[src/rtl/reg_bus_pkg.sv]
// Shared definitions for the register-bus master.
// Contents: FSM state encoding, default phase timings, the register-address
// map of the attached register block, and a helper that formats a 5-bit
// register select as an 8-bit bus word.
package reg_bus_pkg;

  typedef enum logic [3:0] {
    IDLE    = 4'd0,
    A_SETUP = 4'd1,
    A_PULSE = 4'd2,
    A_HOLD  = 4'd3,
    D_SETUP = 4'd4,
    D_PULSE = 4'd5,
    D_HOLD  = 4'd6,
    RD_WAIT = 4'd7,
    RESP    = 4'd8
  } state_e;

  localparam int unsigned DEF_SETUP_CYC   = 1;
  localparam int unsigned DEF_PULSE_CYC   = 2;
  localparam int unsigned DEF_HOLD_CYC    = 1;
  localparam int unsigned DEF_RD_WAIT_CYC = 2;

  // Width of the shared phase down-counter.
  localparam int unsigned TIMER_W = 8;

  // Register map of the attached register block.
  localparam logic [4:0] REG_CTRL   = 5'h00;
  localparam logic [4:0] REG_STATUS = 5'h01;
  localparam logic [4:0] REG_TXDATA = 5'h03;
  localparam logic [4:0] REG_RXDATA = 5'h09;
  localparam logic [4:0] REG_LAST   = 5'h1F;

  // During the address phase the select occupies [4:0] and [7:5] are zero.
  function automatic logic [7:0] addr_word(input logic [4:0] addr);
    return {3'b000, addr};
  endfunction

endpackage

[src/rtl/reg_bus_phase_timer.sv]
// Loadable down-counter with a done flag, shared by every timed FSM state.
// Ports:
//   i_clk      clock, rising edge
//   i_rst      synchronous active-high reset (count -> 0)
//   i_load     reload the counter with i_load_val this edge
//   i_load_val value to load (phase length minus one)
//   o_done     high while the count is zero, i.e. the last cycle of a phase
module reg_bus_phase_timer #(
  parameter int unsigned W = 8
) (
  input  logic         i_clk,
  input  logic         i_rst,
  input  logic         i_load,
  input  logic [W-1:0] i_load_val,
  output logic         o_done
);

  logic [W-1:0] r_count;

  // Reload on phase entry, otherwise count down and rest at zero.
  always_ff @(posedge i_clk) begin
    if (i_rst) begin
      r_count <= '0;
    end else if (i_load) begin
      r_count <= i_load_val;
    end else if (r_count != '0) begin
      r_count <= r_count - W'(1);
    end else begin
      r_count <= r_count;
    end
  end

  assign o_done = (r_count == '0);

endmodule

[src/rtl/reg_bus_master.sv]
// Register-bus master: turns single read/write commands into a multiplexed
// address/data strobe sequence towards a register block, skipping the address
// phase when the target register was the last one addressed.
// Ports:
//   CLK, RST                   clock and synchronous active-high reset
//   CMD_VALID/READY            command handshake (READY only in IDLE)
//   CMD_WRITE/ADDR/DATA        command fields, captured on acceptance
//   CACHE_INV                  invalidates the last-address cache
//   RSP_VALID/RSP_DATA         one-cycle completion pulse, read data (0 for writes)
//   BUS_ADDR_OR_DATA           1 = address phase, 0 = data phase
//   BUS_WRITE                  write strobe
//   BUS_DATA_OUT               bus data / address word
//   BUS_DATA_IN                readback from the register block
module reg_bus_master
  import reg_bus_pkg::*;
#(
  parameter int unsigned SETUP_CYC   = DEF_SETUP_CYC,
  parameter int unsigned PULSE_CYC   = DEF_PULSE_CYC,
  parameter int unsigned HOLD_CYC    = DEF_HOLD_CYC,
  parameter int unsigned RD_WAIT_CYC = DEF_RD_WAIT_CYC
) (
  input  logic       CLK,
  input  logic       RST,
  input  logic       CMD_VALID,
  output logic       CMD_READY,
  input  logic       CMD_WRITE,
  input  logic [4:0] CMD_ADDR,
  input  logic [7:0] CMD_DATA,
  input  logic       CACHE_INV,
  output logic       RSP_VALID,
  output logic [7:0] RSP_DATA,
  output logic       BUS_ADDR_OR_DATA,
  output logic       BUS_WRITE,
  output logic [7:0] BUS_DATA_OUT,
  input  logic [7:0] BUS_DATA_IN
);

  state_e             r_state;
  state_e             w_state_next;
  logic               r_cmd_write;
  logic [4:0]         r_cmd_addr;
  logic [7:0]         r_cmd_data;
  logic [4:0]         r_cache_addr;
  logic               r_cache_vld;
  logic               r_bus_aod;
  logic               r_bus_write;
  logic [7:0]         r_bus_data;
  logic               r_rsp_valid;
  logic [7:0]         r_rsp_data;
  logic               w_accept;
  logic               w_hit;
  logic               w_done;
  logic               w_load;
  logic [TIMER_W-1:0] w_load_val;
  logic [4:0]         w_cur_addr;
  logic [7:0]         w_cur_data;
  logic               w_bus_aod_next;
  logic               w_bus_write_next;
  logic [7:0]         w_bus_data_next;

  assign CMD_READY = (r_state == IDLE) && !RST;
  assign w_accept  = CMD_READY && CMD_VALID;
  assign w_hit     = r_cache_vld && (CMD_ADDR == r_cache_addr);

  // On the acceptance edge the capture registers are not loaded yet, so the
  // bus word for the first phase comes straight from the command inputs.
  assign w_cur_addr = (r_state == IDLE) ? CMD_ADDR : r_cmd_addr;
  assign w_cur_data = (r_state == IDLE) ? CMD_DATA : r_cmd_data;

  // Every state change reloads the shared phase timer.
  assign w_load = (w_state_next != r_state);

  reg_bus_phase_timer #(
    .W (TIMER_W)
  ) u_timer (
    .i_clk      (CLK),
    .i_rst      (RST),
    .i_load     (w_load),
    .i_load_val (w_load_val),
    .o_done     (w_done)
  );

  // Next-state logic; timed states advance on the last cycle of their phase.
  always_comb begin
    w_state_next = r_state;
    case (r_state)
      IDLE: begin
        if (w_accept) begin
          if (w_hit) begin
            w_state_next = CMD_WRITE ? D_SETUP : RD_WAIT;
          end else begin
            w_state_next = A_SETUP;
          end
        end else begin
          w_state_next = IDLE;
        end
      end
      A_SETUP: w_state_next = w_done ? A_PULSE : A_SETUP;
      A_PULSE: w_state_next = w_done ? A_HOLD  : A_PULSE;
      A_HOLD: begin
        if (w_done) begin
          w_state_next = r_cmd_write ? D_SETUP : RD_WAIT;
        end else begin
          w_state_next = A_HOLD;
        end
      end
      D_SETUP: w_state_next = w_done ? D_PULSE : D_SETUP;
      D_PULSE: w_state_next = w_done ? D_HOLD  : D_PULSE;
      D_HOLD:  w_state_next = w_done ? RESP    : D_HOLD;
      RD_WAIT: w_state_next = w_done ? RESP    : RD_WAIT;
      RESP:    w_state_next = IDLE;
      default: w_state_next = IDLE;
    endcase
  end

  // Phase length minus one for the state being entered.
  always_comb begin
    w_load_val = '0;
    case (w_state_next)
      A_SETUP, D_SETUP: w_load_val = TIMER_W'(SETUP_CYC - 1);
      A_PULSE, D_PULSE: w_load_val = TIMER_W'(PULSE_CYC - 1);
      A_HOLD,  D_HOLD:  w_load_val = TIMER_W'(HOLD_CYC - 1);
      RD_WAIT:          w_load_val = TIMER_W'(RD_WAIT_CYC - 1);
      default:          w_load_val = '0;
    endcase
  end

  // Bus values for the upcoming state; registered below so they are glitch-free.
  always_comb begin
    w_bus_aod_next   = 1'b0;
    w_bus_write_next = 1'b0;
    w_bus_data_next  = r_bus_data;
    case (w_state_next)
      A_SETUP, A_HOLD: begin
        w_bus_aod_next  = 1'b1;
        w_bus_data_next = addr_word(w_cur_addr);
      end
      A_PULSE: begin
        w_bus_aod_next   = 1'b1;
        w_bus_write_next = 1'b1;
        w_bus_data_next  = addr_word(w_cur_addr);
      end
      D_SETUP, D_HOLD: begin
        w_bus_data_next = w_cur_data;
      end
      D_PULSE: begin
        w_bus_write_next = 1'b1;
        w_bus_data_next  = w_cur_data;
      end
      default: begin
        w_bus_data_next = r_bus_data;
      end
    endcase
  end

  // State, captured command, registered bus and response outputs.
  always_ff @(posedge CLK) begin
    if (RST) begin
      r_state     <= IDLE;
      r_cmd_write <= 1'b0;
      r_cmd_addr  <= 5'h00;
      r_cmd_data  <= 8'h00;
      r_bus_aod   <= 1'b0;
      r_bus_write <= 1'b0;
      r_bus_data  <= 8'h00;
      r_rsp_valid <= 1'b0;
      r_rsp_data  <= 8'h00;
    end else begin
      r_state     <= w_state_next;
      r_bus_aod   <= w_bus_aod_next;
      r_bus_write <= w_bus_write_next;
      r_bus_data  <= w_bus_data_next;
      r_rsp_valid <= (w_state_next == RESP);
      if (w_accept) begin
        r_cmd_write <= CMD_WRITE;
        r_cmd_addr  <= CMD_ADDR;
        r_cmd_data  <= CMD_DATA;
      end else begin
        r_cmd_write <= r_cmd_write;
        r_cmd_addr  <= r_cmd_addr;
        r_cmd_data  <= r_cmd_data;
      end
      if ((r_state == RD_WAIT) && (w_state_next == RESP)) begin
        r_rsp_data <= BUS_DATA_IN;
      end else if ((r_state == D_HOLD) && (w_state_next == RESP)) begin
        r_rsp_data <= 8'h00;
      end else begin
        r_rsp_data <= r_rsp_data;
      end
    end
  end

  // Last-address cache; an invalidate beats a simultaneous A_HOLD fill.
  always_ff @(posedge CLK) begin
    if (RST) begin
      r_cache_addr <= 5'h00;
      r_cache_vld  <= 1'b0;
    end else if (CACHE_INV) begin
      r_cache_addr <= r_cache_addr;
      r_cache_vld  <= 1'b0;
    end else if ((r_state == A_HOLD) && w_done) begin
      r_cache_addr <= r_cmd_addr;
      r_cache_vld  <= 1'b1;
    end else begin
      r_cache_addr <= r_cache_addr;
      r_cache_vld  <= r_cache_vld;
    end
  end

  assign BUS_ADDR_OR_DATA = r_bus_aod;
  assign BUS_WRITE        = r_bus_write;
  assign BUS_DATA_OUT     = r_bus_data;
  assign RSP_VALID        = r_rsp_valid;
  assign RSP_DATA         = r_rsp_data;

endmodule

[config.mk]
export PLATFORM = sky130hd
export DESIGN_NAME = reg_bus_master
export DESIGN_NICKNAME = d
export VERILOG_FILES = /design/src/rtl/reg_bus_pkg.sv /design/src/rtl/reg_bus_phase_timer.sv /design/src/rtl/reg_bus_master.sv
export SDC_FILE = /design/constraint.sdc
export NUM_CORES = 1
export LEC_CHECK = 0
export CORE_ASPECT_RATIO = 1.5
export CORE_MARGIN = 3
export CORE_UTILIZATION = 45
export CTS_CLUSTER_DIAMETER = 40
export CTS_CLUSTER_SIZE = 28
export DETAILED_ROUTE_END_ITERATION = 12
export PLACE_DENSITY = 0.8
export SLEW_MARGIN = 20
export SYNTH_ARGS = -nofsm -noshare
export SYNTH_HDL_FRONTEND = slang
export SYNTH_HIERARCHICAL = 1
export SYNTH_SLANG_ARGS = --single-unit
[constraint.sdc]
create_clock -name CLK -period 2.7 [get_ports CLK]
set_input_delay 0.54 -clock CLK [delete_from_list [all_inputs] [get_ports CLK]]
set_output_delay 0.54 -clock CLK [all_outputs]
set_load 0.1 [all_outputs]
Word-level counts from Yosys, hierarchy flattened
Cells that the tools add are included.

word-level totals
  register bits = 51
  input bits = 26
  output and inout bits = 20
  logic and storage cells = 72

operators by class
  add/subtract/negate cells = 1
  equality and inequality tests = 17
  mux-type cells = 22
  bitwise logic cells = 1
  reduce and logical (&&, ||, !) cells = 19

operators by type and width
  kind                 count
  $mux 8               5
  $eq 4x3->1 const B   8
  $pmux 4 s8           1
  $eq 4x2->1 const B   4
  $pmux 8 s2           1
  $mux 4               3
  $reduce_or 3->1      3
  $eq 4x1->1 const B   2
  $logic_not 8->1      1
  $mux 2               4
  $reduce_bool 8->1    1
  $sub 8x1->8 const B  1
  $logic_and 1x1->1    6
  $mux 3               2
  $reduce_bool 2->1    3
  $eq 5x5->1           1
  $mux 1               5
  $mux 5               1
  $eq 4x4->1 const B   1
  $logic_not 4->1      1
  $ne 4x4->1           1
  $reduce_or 2->1      2
  $reduce_and 2->1     1
  $logic_not 1->1      1
  $not 1->1            1

Longest topological paths before layout
Gate-level depths: netlist of the first run.

  depth in word-level cells = 9
  gate-level depth with buffers = 14
  gate-level depth less buffers = 11

Cells and area by module
Netlist of the first run, hierarchy kept.

by module, submodules not included
  module               times used  cells each  area each (µm²)  sequential area each (µm²)
  reg_bus_master       1           266         2110.8           860.8
  reg_bus_phase_timer  1           53          475.5            160.2

Worst setup path after synthesis of the first run
No wires, ideal clock.

  path type = reg-to-output
  from = register r_state[0]
  to = output port CMD_READY
  data arrival time = 2.506 ns
  required time = 2.160 ns
  slack = -0.346 ns
  cell stages (with the launch flop) = 6
  path buffers = 3
  path through = dfxtp_1 > buf_2 > or4_1 > buf_4 > buf_1 > nor2_1

on the way
  cells in the longest elaborated chain, start to end = 2

ends and longest elaborated chain
  element                 RTL line               RTL
  from (decl)             reg_bus_master.sv:38   state_e r_state;
  from (signal assigned)  reg_bus_master.sv:169  r_state <= w_state_next;
  $logic_not 4->1         reg_bus_master.sv:61   assign CMD_READY = (r_state == IDLE) && !RST;
  $logic_and 1x1->1       reg_bus_master.sv:61
  to (decl)               reg_bus_master.sv:25   output logic CMD_READY,

No other way between the ends.

Worst setup path after layout of the first run
  from = register r_state[3]
  to = register u_timer.r_count[0]

on the way
  elaborated cells on any way between the ends = 20
  those cells by class = eq/ne: 11; mux: 4; reduce/logical: 5

RTL lines
  element                                             RTL line                                    RTL
  $logic_not 4->1                                     reg_bus_master.sv:61, reg_bus_master.sv:86
  $logic_and 1x1->1                                   reg_bus_master.sv:61
  $logic_and 1x1->1                                   reg_bus_master.sv:62                        assign w_accept = CMD_READY && CMD_VALID;
  $mux 4                                              reg_bus_master.sv:88                        if (w_accept) begin
  $pmux 4 s8                                          reg_bus_master.sv:86                        case (r_state)
  $ne 4x4->1 *                                        reg_bus_master.sv:71                        assign w_load = (w_state_next != r_state);
  net w_load                                          reg_bus_master.sv:53                        logic w_load;
  $mux 8 / $reduce_bool 2->1 (equally long branches)  -
  to (signal assigned)                                reg_bus_phase_timer.sv:25                   r_count <= i_load_val;
  to (signal assigned)                                reg_bus_phase_timer.sv:27                   r_count <= r_count - W'(1);
  to (signal assigned)                                reg_bus_phase_timer.sv:29                   r_count <= r_count;
  to (decl)                                           reg_bus_phase_timer.sv:18                   logic [W-1:0] r_count;

Mark *: on every way through the listed nets, which the timed path passes. The rest lies on a longest branch.
A chain may end at the register's enable or synchronous reset.

==> impl_metrics.json, run 1 <==
{
  "p_comb_share_pct": 53.4,
  "clkLatencyLatePin_ns": 0.31,
  "fmax_ghz": 0.3889,
  "grt_overflow_total": 0,
  "cts-htree-levels": 2,
  "synthesis.area_sq_um": 2586,
  "min_path_type": "reg -> reg",
  "dieHeight_um": 98.85,
  "switching_share_pct": 43.68,
  "finalMaxSlewViolations": 0,
  "period_share_pct": 95.22,
  "vias": 2405,
  "cap_viol_max_count": 0,
  "start_util_pct": 46.74,
  "status": "completed",
  "worst-path-buf-inv": 0,
  "cts.path.max_buffers": 2,
  "wl_per_cell_um": 13.40,
  "path_depth": 7,
  "die_width_um": 67.90,
  "synth_flop_cell": "dfxtp_1",
  "grt_pass1_wl_um": 10410,
  "vias_per_cell": 5.286,
  "hold_ws_ns": 0.4558,
  "num_rows": 33,
  "clockRootBuffer": "clkbuf_8",
  "fin_util_pct": 60.31,
  "peakVddDrop_mv": 0.9108,
  "drtIter0Drc": 94,
  "end_kind": "register",
  "cp-start-kind": "register",
  "fillers": 517,
  "dieArea_sq_um": 6712,
  "maxSlewHeadroom_pct": 63.63,
  "core_area_sq_um": 5533,
  "clkPwrFrac_pct": 14.9,
  "drive_gt1_share_pct": 20.00,
  "worstPathArrival_ns": 2.81,
  "yosys_warnings": 6,
  "max_stage_delay_ns": 0.70,
  "criticalPathCategory": "reg -> reg",
  "port_buffers": 45,
  "place_ws_ns": -0.1712,
  "dp.cells": 447,
  "nets": 411,
  "power_density_nw_per_um2": 929.1,
  "cts-buffers-inserted": 5,
  "synth-edff-count": 0,
  "slowest_stage": "or4_1",
  "grt_pass1_vias": 2285,
  "finalCriticalPeriod_ns": 2.571,
  "wl_um": 6096,
  "intPower_mw": 1.746,
  "whs_path_depth": 2,
  "cp_max_fo": 8,
  "dp_hpwl_um": 4498,
  "p_switching_mw": 1.354,
  "areaGrowthSynthToFinish_pct": 29.03,
  "synthCells": 319,
  "finalNonFillerCells": 455,
  "gp_congestion": 0.7940,
  "grt_usage_pct": 19.87,
  "synthArstFlopShare_pct": 0,
  "cts.sinks": 51,
  "crit_chain": "or4_1 > a211o_1 > and2_4 > xnor2_1 > o211ai_1 > or4_4 > o211ai_2",
  "drc": 0,
  "yosysSeqAreaShare_pct": 39.48,
  "rsz0062_at_grt": "no",
  "r2r_cells": 7,
  "grt_max_degree": 57,
  "cts_tree": "done",
  "n_antenna_cell": 0,
  "ant_nets": 0,
  "finalSetupViolations": 0,
  "synth.distinct_cells": 56,
  "ioPinCount": 46,
  "required_ns": 2.93,
  "hold_viol": 0,
  "skew_ns": 0.01200,
  "power_leakage_nw": 1.306,
  "pwr-share-seq_pct": 31.7,
  "dr.pass1.iters": 4,
  "fin_ws_ns": 0.1290,
  "synth_seq_cells": 51,
  "clkTransAtPathRegs_ns": 0.09,
  "critical-path-top-delay-family": "simple AND/OR/NAND/NOR gates",
  "antenna_found_initial": 0,
  "post_cts_buffers": 0,
  "syn_area_per_cell_sq_um": 8.107,
  "worst_pin_slew_ns": 0.5435
}
-- layout make-up --
class | instances | area (sq um) | area share [%]
Clock buffer | 7 | 86.33 | 2.587
Clock inverter | 1 | 8.758 | 0.2625
Inverter | 5 | 18.77 | 0.5624
Multi-Input combinational cell | 248 | 1495 | 44.81
Sequential cell | 51 | 1022 | 30.63
Tap cell | 70 | 87.58 | 2.625
Timing Repair Buffer | 73 | 618.1 | 18.52
-- cells in the final DEF (no fill, tap or decap), drive strengths merged, types with 3 or more instances in the layout --
cell and n:
a211oi 4, a21oi 20, a31oi 5, a41oi 4, buf 49, clkbuf 7
clkdlybuf4s50 24, conb 7, dfxtp 51, inv 5, mux2i 6, nand2 56
nand2b 17, nand3 11, nand4 3, nor2 31, nor2b 6, nor3 5
nor4 5, o21ai 23, o221a 4, o32ai 5, xnor2 4, xor2 6
-- worst min-delay path: stages, from the launching register on --
cell     delay, ns
dfxtp_1       0.32
nand2_1       0.05
a21oi_1       0.05
-- per-stage QoR --
stage	power [mW]	area, sq um	setup TNS [ns]
CTS	3.095	3324	0
detailed placement	2.629	3229	-1.414
finish	3.101	3337	0
global route	3.305	3337	0
floorplan	2.169	2616	0
global placement	2.587	3229	-0.4298
-- worst paths after layout --
path | from | to | slack, ns
min | RSP_DATA[5] | RSP_DATA[5] | 0.46
max | r_state[3] | u_timer/r_count[0] | 0.13
max reg2reg | r_state[3] | u_timer/r_count[0] | 0.13
min reg2reg | RSP_DATA[5] | RSP_DATA[5] | 0.46
-- power by group through the flow --
stage                     sequential (mW)  clock (mW)  combinational, mW
after floorplan                      1.24           0              0.929
after global placement              0.995           0               1.59
after detailed placement            0.997           0               1.63
after CTS                           0.983       0.474               1.64
after global routing                 1.00       0.501               1.80
final                               0.984       0.461               1.66
-- cell usage after synthesis (all sizes together) (6+ instances only) --
cell type | instances | area [sq um]
mux2i | 6 | 60.06
clkbuf | 13 | 48.80
dfxtp | 51 | 1021
nand2 | 56 | 210.2
nand3 | 11 | 60.06
a21oi | 20 | 115.1
buf | 8 | 47.54
o21ai | 23 | 115.1
nor2b | 6 | 37.54
nand2b | 17 | 106.4
xor2 | 6 | 52.55
nor2 | 31 | 116.4
-- cells by family after synthesis --
family                   synth area share, %
XOR/XNOR                               3.386
other                                 0.1450
multiplexers                           2.322
AO/OA/AOI/OAI                          19.74
flip-flops                             39.48
buffers and inverters                  4.451
AND/OR/NAND/NOR                        30.00
adder cells (fa/ha/maj)               0.4837
-- registers in the layout, indices dropped and copies added, names as in the netlist --
register	count
BUS_DATA_OUT	8
r_cache_addr	5
RSP_DATA	8
BUS_ADDR_OR_DATA	1
u_timer/r_count	8
r_cmd_addr	5
BUS_WRITE	1
RSP_VALID	1
r_cmd_write	1
r_cache_vld	1
r_state	4
r_cmd_data	8
-- layer usage --
metal	part of all wire [%]	track usage [%]	vias to the layer above
li1	-	-	1235
met1	40	23.44	1120
met2	55	35.11	42
met3	3.2	3.535	8
met4	1.7	6.738	0
met5	0	0	-
-- repair_timing --
item	in CTS	in global routing
pin swaps	0	2
setup endpoints to repair	1	10
hold buffers	0	0
gates resized for setup	1	5
Power figures use the tool's default switching activity.
==> run 2, diff against run 1 <==
- CORE_ASPECT_RATIO: 1.5 -> 0.6
- TNS_END_PERCENT: unset -> 1
==> run 2 against run 1 <==
  * Hold slack better by 0.0035 ns
  * Total power is 0.85% higher
  * Cell area is 1.0% higher
  * Clock power is 1% higher
  * Flip-flop and latch count stayed put
  * Critical endpoint is now u_timer/r_count[6]
==> impl_metrics.json, run 2 (synthesis gave the netlist of run 1 again) <==
{
  "maxSlewHeadroom_pct": 57.15,
  "core_area_sq_um": 5305,
  "dieHeight_um": 64.72,
  "max_stage_delay_ns": 0.39,
  "rr_endpoint": "u_timer/r_count[6]",
  "period_share_pct": 94.94,
  "wl_per_cell_um": 13.87,
  "peakVddDrop_mv": 0.4461,
  "vias": 2452,
  "dieArea_sq_um": 6722,
  "crit_end": "u_timer/r_count[6]",
  "final_common_cell": "nand2_1",
  "num_rows": 20,
  "areaGrowthSynthToFinish_pct": 30.33,
  "end_kind": "register",
  "criticalPathCategory": "reg -> reg",
  "dr.pass1.iters": 4,
  "clockRootBuffer": "clkbuf_8",
  "rrSetupSlack_ns": 0.14,
  "grt_pass1_vias": 2217,
  "ant_nets": 0,
  "ioPinCount": 46,
  "cts_tree": "done",
  "cp-start-kind": "register",
  "drc": 0,
  "crit_start": "u_timer/r_count[0]",
  "drtIter0Drc": 175,
  "crit_chain": "inv_1 > ha_1 > and4bb_1 > buf_4 > and2_1 > a211oi_1 > a21oi_2 > o211ai_1 > buf_4 > nor2b_1 > nor3_1",
  "n_antenna_cell": 0,
  "crit_top_cell": "buf_4",
  "power_density_nw_per_um2": 927.7,
  "grt_pass1_wl_um": 10590,
  "wl_um": 6450,
  "start_util_pct": 48.75,
  "final_cell_mix": "nand2_1, dfxtp_1, buf_4, nor2_1, clkdlybuf4s50_1",
  "slowest_stage": "dfxtp_1",
  "grt_overflow_total": 0,
  "cts-htree-levels": 2,
  "antenna_found_initial": 0,
  "dp_hpwl_um": 4797,
  "status": "completed",
  "drive_gt1_share_pct": 20.62,
  "required_ns": 2.88,
  "cts.sinks": 51,
  "timing.rr.start": "u_timer/r_count[0]",
  "grt_usage_pct": 19.10,
  "die_width_um": 103.9,
  "cts.path.max_buffers": 2,
  "cp_max_fo": 8,
  "finalSetupTns_ns": 0,
  "finalCriticalPeriod_ns": 2.563,
  "power.total_mw": 3.127,
  "finalSetupViolations": 0,
  "worst_pin_slew_ns": 0.6404,
  "port_buffers": 45,
  "nets": 414,
  "vias_per_cell": 5.273,
  "post_cts_buffers": 0,
  "clkTransAtPathRegs_ns": 0.10,
  "hold_viol": 0,
  "cap_viol_max_count": 0,
  "power_leakage_nw": 1.318,
  "clkLatencyLatePin_ns": 0.31,
  "rsz0062_at_grt": "yes",
  "grt_max_degree": 49,
  "worstPathArrival_ns": 2.75,
  "gp_congestion": 0.9438,
  "r2r_cells": 11,
  "cts-buffers-inserted": 5,
  "min_path_type": "reg -> reg",
  "finalMaxSlewViolations": 0,
  "fmax_ghz": 0.3901,
  "skew_ns": 0.01521
}
-- run 2: critical path, delay by kind of cell (launching register included) --
kind / cells / cell delay, ns
and+or+nand+nor: 4 / 0.64
AOI/OAI and AO/OA: 3 / 0.74
adders and majority gates: 1 / 0.21
buffers and inverters: 3 / 0.48
DFF: 1 / 0.39
-- run 2: timing repair --
item	4_1_cts	5_1_grt
gates resized for setup	0	5
endpoints found under the setup margin	0	10
hold endpoints to repair	0	0
hold buffers	0	0
-- run 2: final cells by class --
type	count	area, sq um
inverter	5	18.77
clock buffer	5	68.82
sequential	51	1022
multi-input combinational	248	1496
clock inverter	3	27.53
timing repair buffer	76	640.6
tap	77	96.34
fill	471	1934
-- run 2: where the power goes --
group	internal, mW	total [mW]	switching [mW]	leakage [nW]
Sequential	0.886	0.990	0.104	0.417
Clock	0.191	0.467	0.277	0.0463
Combinational	0.648	1.67	1.02	0.854
-- run 2: through the flow --
| stage | hold WS [ns] | cells | utilization [%] | area (sq um) | setup slack [ns] |
|---|---|---|---|---|---|
| floorplan | 0.4496 | 325 | - | 2611 | -0.07588 |
| global placement | 0.4399 | 457 | 61.42 | 3258 | -0.09692 |
| detailed placement | 0.4504 | 457 | 61.42 | 3258 | -0.1727 |
| CTS | 0.4659 | 465 | 63.23 | 3354 | 0.07836 |
| global route | 0.4818 | 465 | 63.54 | 3371 | -0.006131 |
| finish | 0.4592 | 465 | 63.54 | 3371 | 0.1366 |
-- run 2: worst min path at each step --
stage / from / end / slack (ns) / cells past startpoint
floorplan: r_cmd_data[5] / r_cmd_data[5] / 0.45 / 2
global placement: RSP_DATA[1] / RSP_DATA[1] / 0.44 / 2
detailed placement: RSP_DATA[5] / RSP_DATA[5] / 0.45 / 2
CTS: RSP_DATA[5] / RSP_DATA[5] / 0.47 / 2
global route: RSP_DATA[6] / RSP_DATA[6] / 0.48 / 2
finish: RSP_DATA[7] / RSP_DATA[7] / 0.46 / 2
-- run 2: per-layer routing --
| metal | track usage (%) | vias to the layer above | share of wire, % |
|---|---|---|---|
| li1 | - | 1241 | - |
| met1 | 28.60 | 1131 | 51 |
| met2 | 28.40 | 76 | 42 |
| met3 | 3.980 | 4 | 6.1 |
| met4 | 3.483 | 0 | 0.45 |
| met5 | 0 | - | 0 |
==> variant 1: new RTL, settings of run 2 <==
Encoding of `state_e`: now one-hot (9 bits for 9 states).
--- a/src/rtl/reg_bus_pkg.sv
+++ b/src/rtl/reg_bus_pkg.sv
@@ -4,16 +4,16 @@
 // register select as an 8-bit bus word.
 package reg_bus_pkg;
 
-  typedef enum logic [3:0] {
-    IDLE    = 4'd0,
-    A_SETUP = 4'd1,
-    A_PULSE = 4'd2,
-    A_HOLD  = 4'd3,
-    D_SETUP = 4'd4,
-    D_PULSE = 4'd5,
-    D_HOLD  = 4'd6,
-    RD_WAIT = 4'd7,
-    RESP    = 4'd8
+  typedef enum logic [8:0] {
+    IDLE    = 9'b000000001,
+    A_SETUP = 9'b000000010,
+    A_PULSE = 9'b000000100,
+    A_HOLD  = 9'b000001000,
+    D_SETUP = 9'b000010000,
+    D_PULSE = 9'b000100000,
+    D_HOLD  = 9'b001000000,
+    RD_WAIT = 9'b010000000,
+    RESP    = 9'b100000000
   } state_e;
 
   localparam int unsigned DEF_SETUP_CYC   = 1;
Function: no difference found for any inputs over 10 cycles, from zero or initial values and one cycle with RST high; not proved beyond that.
==> variant 1 against run 2 <==
The run now ends with negative setup slack left; sequential cell count grew 5; worst setup slack lost 140 ps; critical path depth rose by 1; non-clock buffer count increased by 10; largest cell class unchanged; cell count grew 9.0%; clock skew decreased by 4.7 ps; global-route usage up 1.7 points; synthesized area increased by 17%; wire length rose by 28%; maximum frequency decreased by 5.3%; cell area rose by 16%.
Power is not compared: it rests on default switching activity, and its combinational part moved more than twofold at a synthesized area within 25%.
==> variant 1: results (changes against run 2) <==
| Metric | Value |
|---|---|
| Post-DP Area | 3749 um^2 (was 3258 um^2) |
| Global-route wire length before repair | 13320 um (was 10590 um) |
| Failing checks | negative setup slack |
| Total track usage | 20.78% (was 19.10%) |
| Worst vdd ir | 0.2392 mV |
| Dpl hpwl | 6159 um (was 4797 um) |
| Synth area leaders | dfxtp_1 37%, mux2i_1 7.0%, nor2_1 4.4% (was dfxtp_1 39%, nand2_1 8.1%, nor2_1 4.5%) |
| Worst min path class | flop to flop (unchanged) |
| Yosys Warn Count | 6 (unchanged) |
| Nets | 449 (was 414) |
| Non-Filler Instances | 507 (was 465) |
| Cell variety after synth | 66 (was 56) |
| Worst slack at placement | -309.2 ps (was -172.7 ps) |
| Critical hold path startpoint | r_cmd_addr[0]$_SDFFE_PP0N_ (was RSP_DATA[7]$_SDFFE_PP0P_) |
| Worst-Skew Late Latency | 320 ps |
| Biggest register | r_state |
| RR Endpoint | u_timer/r_count[0]$_SDFFE_PP0P_ (was u_timer/r_count[6]$_SDFFE_PP0P_) |
| Post-synth top cells | 56 x dfxtp_1, 35 x nor2_1, 30 x nand2_1 (was 56 x nand2_1, 51 x dfxtp_1, 31 x nor2_1) |
| Share of cells above drive strength 1 | 23.40% (was 20.62%) |
| LEAKAGE | 1.665 nW |
| Register area share after synthesis | 37.16% (was 39.48%) |
| Worst endpoint data arrival time | 2960 ps (was 2750 ps) |
| Crit. Startpoint | u_timer/r_count[0]$_SDFFE_PP0P_ (unchanged) |
| Final setup viols | 1 (was 0) |
| Placed cell count | 495 (was 457) |
| Mapped Cells | 346 (was 319) |
| Reg2Reg Depth | 12 (was 11) |
| Hold slack | 491.5 ps (was 459.2 ps) |
| Crit Path Max Fanout | 3 (was 8) |
| Clock transition at path regs | 110 ps |
| Routed WL | 8253 um (was 6450 um) |
| Final WS setup | -7.683 ps (was 136.6 ps) |
| DR pass1 iterations | 5 (was 4) |
| Initial DRC count | 230 (was 175) |
| Routed vias | 2920 (was 2452) |
| Final clock skew | 10.47 ps (was 15.21 ps) |
| WHS Endpoint | r_cmd_addr[0]$_SDFFE_PP0N_ (was RSP_DATA[7]$_SDFFE_PP0P_) |
| Vias in the first global route | 2744 (was 2217) |
| Max_slew headroom | 60.73% (was 57.15%) |
| Final GP Congestion | 0.9561 (was 0.9438) |
| Largest net degree at the start of global routing | 28 (was 49) |
| Status | finished with violations (was finished, final reports clean) |
| Port bufs | 45 (unchanged) |
## variant 1: worst max path at each step
stage | end | slack, ps | depth (start not counted)
final | u_timer/r_count[0]$_SDFFE_PP0P_ | -8 | 12
after CTS | u_timer/r_count[4]$_SDFFE_PP0P_ | 8 | 8
after global routing | u_timer/r_count[0]$_SDFFE_PP0P_ | -40 | 12
after floorplan | u_timer/r_count[0]$_SDFFE_PP0P_ | 0.3 | 12
after global placement | u_timer/r_count[4]$_SDFFE_PP0P_ | -170 | 9
after detailed placement | u_timer/r_count[7]$_SDFFE_PP0P_ | -310 | 11
## variant 1: cell type report
cell class                      instances  area (um^2)
Fill cell                             517         2381
Multi-Input combinational cell        266         1841
Sequential cell                        56         1126
Timing Repair Buffer                   86        728.2
Tap cell                               84        105.1
Clock buffer                            5        68.82
Clock inverter                          3        27.53
Inverter                                7        26.28
## variant 1: layer usage
layer | track usage (%) | vias to the layer above | wire length, um
li1 | - | 1409 | -
met3 | 5.405 | 13 | 756
met4 | 4.318 | 0 | 99
met1 | 30.23 | 1378 | 3871
met5 | 0 | - | 0
met2 | 30.94 | 120 | 3527
## variant 1: kinds of logic (layout without fill, tap and decap cells)
kind of cell             count (synthesis)  in the layout  synth area share (%)
flip-flops                              56             56                 37.16
multiplexers                            23             23                 7.715
AO/OA/AOI/OAI                           80             80                 19.50
adder cells (fa/ha/maj)                  1              1                0.4147
other                                    1              7                0.1243
AND/OR/NAND/NOR                        144            144                 27.42
XOR/XNOR                                11             11                 3.194
buffers and inverters                   30            101                 4.479
## variant 1: power by group
group          internal [W]  total [W]  switching [W]
logic              0.000333   0.000743       0.000410
clock network      0.000191   0.000493       0.000301
registers          0.000892   0.000953      0.0000605
## variant 1: worst max-delay path, stage by stage, from the launching register on
cell	delay [ps]
dfxtp_1	370
inv_1	70
ha_1	210
and4bb_1	230
and3b_1	230
and4b_1	240
nor2_1	130
o22ai_1	90
a21oi_1	160
nand4_1	160
buf_4	180
or4_4	500
o211ai_2	80
## variant 1: per-stage QoR
step | TNS [ps] | power, W
6_report | -7.683 | 0.002188
5_1_grt | -66.43 | 0.002289
4_1_cts | 0 | 0.002156
3_5_place_dp | -3420 | 0.001676
3_3_place_gp | -1388 | 0.001657
2_1_floorplan | 0 | 0.001442
## variant 1: what timing repair did
item | 4_1_cts | 5_1_grt
endpoints found under the setup margin | 1 | 9
pin swaps | 0 | 2
hold buffers | 0 | 0
setup buffers | 0 | 4
gates resized for setup | 1 | 11
==> variant 2: new RTL, settings of run 2 <==
Without the edit above. `TIMER_W`: 8 -> 7.
--- a/src/rtl/reg_bus_pkg.sv
+++ b/src/rtl/reg_bus_pkg.sv
@@ -22,7 +22,7 @@
   localparam int unsigned DEF_RD_WAIT_CYC = 2;
 
   // Width of the shared phase down-counter.
-  localparam int unsigned TIMER_W = 8;
+  localparam int unsigned TIMER_W = 7;
 
   // Register map of the attached register block.
   localparam logic [4:0] REG_CTRL   = 5'h00;
Function: same outputs for any inputs over 10 cycles, from zero or initial values and one cycle with RST high; that may be too few to reach the edited logic, so the function may still have changed.
==> variant 2 against run 2 <==
Worst setup slack worse by 41 ps; non-clock buffer count rose by 5; cell count down 3.0%; power grew 1.9%; cell area down 2.3%; sequential cell count decreased by 1; wire length rose by 2.2%; synthesized area fell by 3.0%; critical path type is now primary input to flop; highest routed layer unchanged.
==> variant 2: results (changes against run 2) <==
| Metric | Value |
|---|---|
| Status | finished, final reports clean (unchanged) |
| Crit. Startpoint | CMD_ADDR[1] (was u_timer/r_count[0]$_SDFFE_PP0P_) |
| Met2 usage | 30.34% (was 28.40%) |
| CP max-delay cell | clkdlybuf4s50_1 (was dfxtp_1) |
| Nets | 413 (was 414) |
| Vias in the first global route | 2294 (was 2217) |
| DR pass1 iterations | 5 (was 4) |
| Final clock skew | 9.991 ps (was 15.21 ps) |
| Seq area share | 30.38% (was 30.33%) |
| NonClk Buf Share | 20.58% (was 19.01%) |
| R2R Setup Slk | 160 ps (was 140 ps) |
| CTS sink count | 50 (was 51) |
| Max incr delay on CP | 500 ps (was 390 ps) |
| PD cells | 967.2 nW/um^2 (was 927.7 nW/um^2) |
| Multi-input comb cells | 243 (was 248) |
| Placed cell count | 441 (was 457) |
| Sw Share | 44.28% (was 44.82%) |
| Met1 wire length | 3241 um (was 3302 um) |
| Total track usage | 20.65% (was 19.10%) |
| Non-Filler Instances | 451 (was 465) |
| Clock-cell share | 2.317% (was 2.858%) |
| Met3 WL | 440 um (was 392 um) |
| Worst vdd ir | 0.4540 mV (was 0.4461 mV) |
| Post-DP Area | 3179 um^2 (was 3258 um^2) |
| Final GP Congestion | 0.8291 (was 0.9438) |
| Bufs w/o clock | 81 (was 76) |
| Crit-path leading delay family | simple AND/OR/NAND/NOR gates (was compound AO/OA/AOI/OAI gates) |
| Crit Path Max Fanout | 2 (was 8) |
| Initial DRC count | 140 (was 175) |
| Met1 usage | 30.85% (was 28.60%) |
| Post-synth top cells | 56 x nand2_1, 50 x dfxtp_1, 32 x nor2_1 (was 56 x nand2_1, 51 x dfxtp_1, 31 x nor2_1) |
| Number of fill cells | 455 (was 471) |
| Synth area leaders | dfxtp_1 40%, nand2_1 8.4%, nor2_1 4.8% (was dfxtp_1 39%, nand2_1 8.1%, nor2_1 4.5%) |
| Routed WL | 6591 um (was 6450 um) |
| LEAKAGE | 1.311 nW (was 1.318 nW) |
| Register area share after synthesis | 39.88% (was 39.48%) |
| Drt via density | 5.333 (was 5.273) |
| Hold slack | 457.6 ps (was 459.2 ps) |
| Worst slack at placement | -226.4 ps (was -172.7 ps) |
| Reg2Reg Depth | 11 (unchanged) |
| Worst endpoint data arrival time | 2830 ps (was 2750 ps) |
| Met2 WL post-DR | 2856 um (was 2726 um) |
| Dpl hpwl | 4787 um (was 4797 um) |
| Mapped Cells | 313 (was 319) |
| Cell variety after synth | 53 (was 56) |
| Global-route wire length before repair | 10810 um (was 10590 um) |
| Worst slew pin tran | 550.6 ps (was 640.4 ps) |
| Critical hold path startpoint | RSP_DATA[5]$_SDFFE_PP0P_ (was RSP_DATA[7]$_SDFFE_PP0P_) |
| Largest net degree at the start of global routing | 54 (was 49) |
| Met3 Resource Use GR | 4.144% (was 3.980%) |
| Clock buffers | 7 (was 5) |
| Tap Cells | 66 (was 77) |
[variant 2: cell families (layout without fill, tap and decap cells)]
| family | after synthesis | count (layout) | share of synthesized area (%) |
|---|---|---|---|
| xor+xnor | 12 | 12 | 4.187 |
| mux | 6 | 6 | 2.443 |
| fa+ha+maj | 2 | 2 | 0.9968 |
| compound gates | 72 | 72 | 18.74 |
| flops | 50 | 50 | 39.88 |
| buf+inv | 25 | 92 | 4.436 |
| other cells | 1 | 6 | 0.1494 |
| simple gates | 145 | 145 | 29.16 |
[variant 2: power by group through the flow]
| stage | combinational [W] | sequential [W] | clock, W |
|---|---|---|---|
| floorplan | 0.000983 | 0.00122 | 0 |
| global route | 0.00198 | 0.000966 | 0.000454 |
| global placement | 0.00174 | 0.000961 | 0 |
| finish | 0.00182 | 0.000955 | 0.000412 |
| CTS | 0.00178 | 0.000952 | 0.000414 |
| detailed placement | 0.00177 | 0.000968 | 0 |
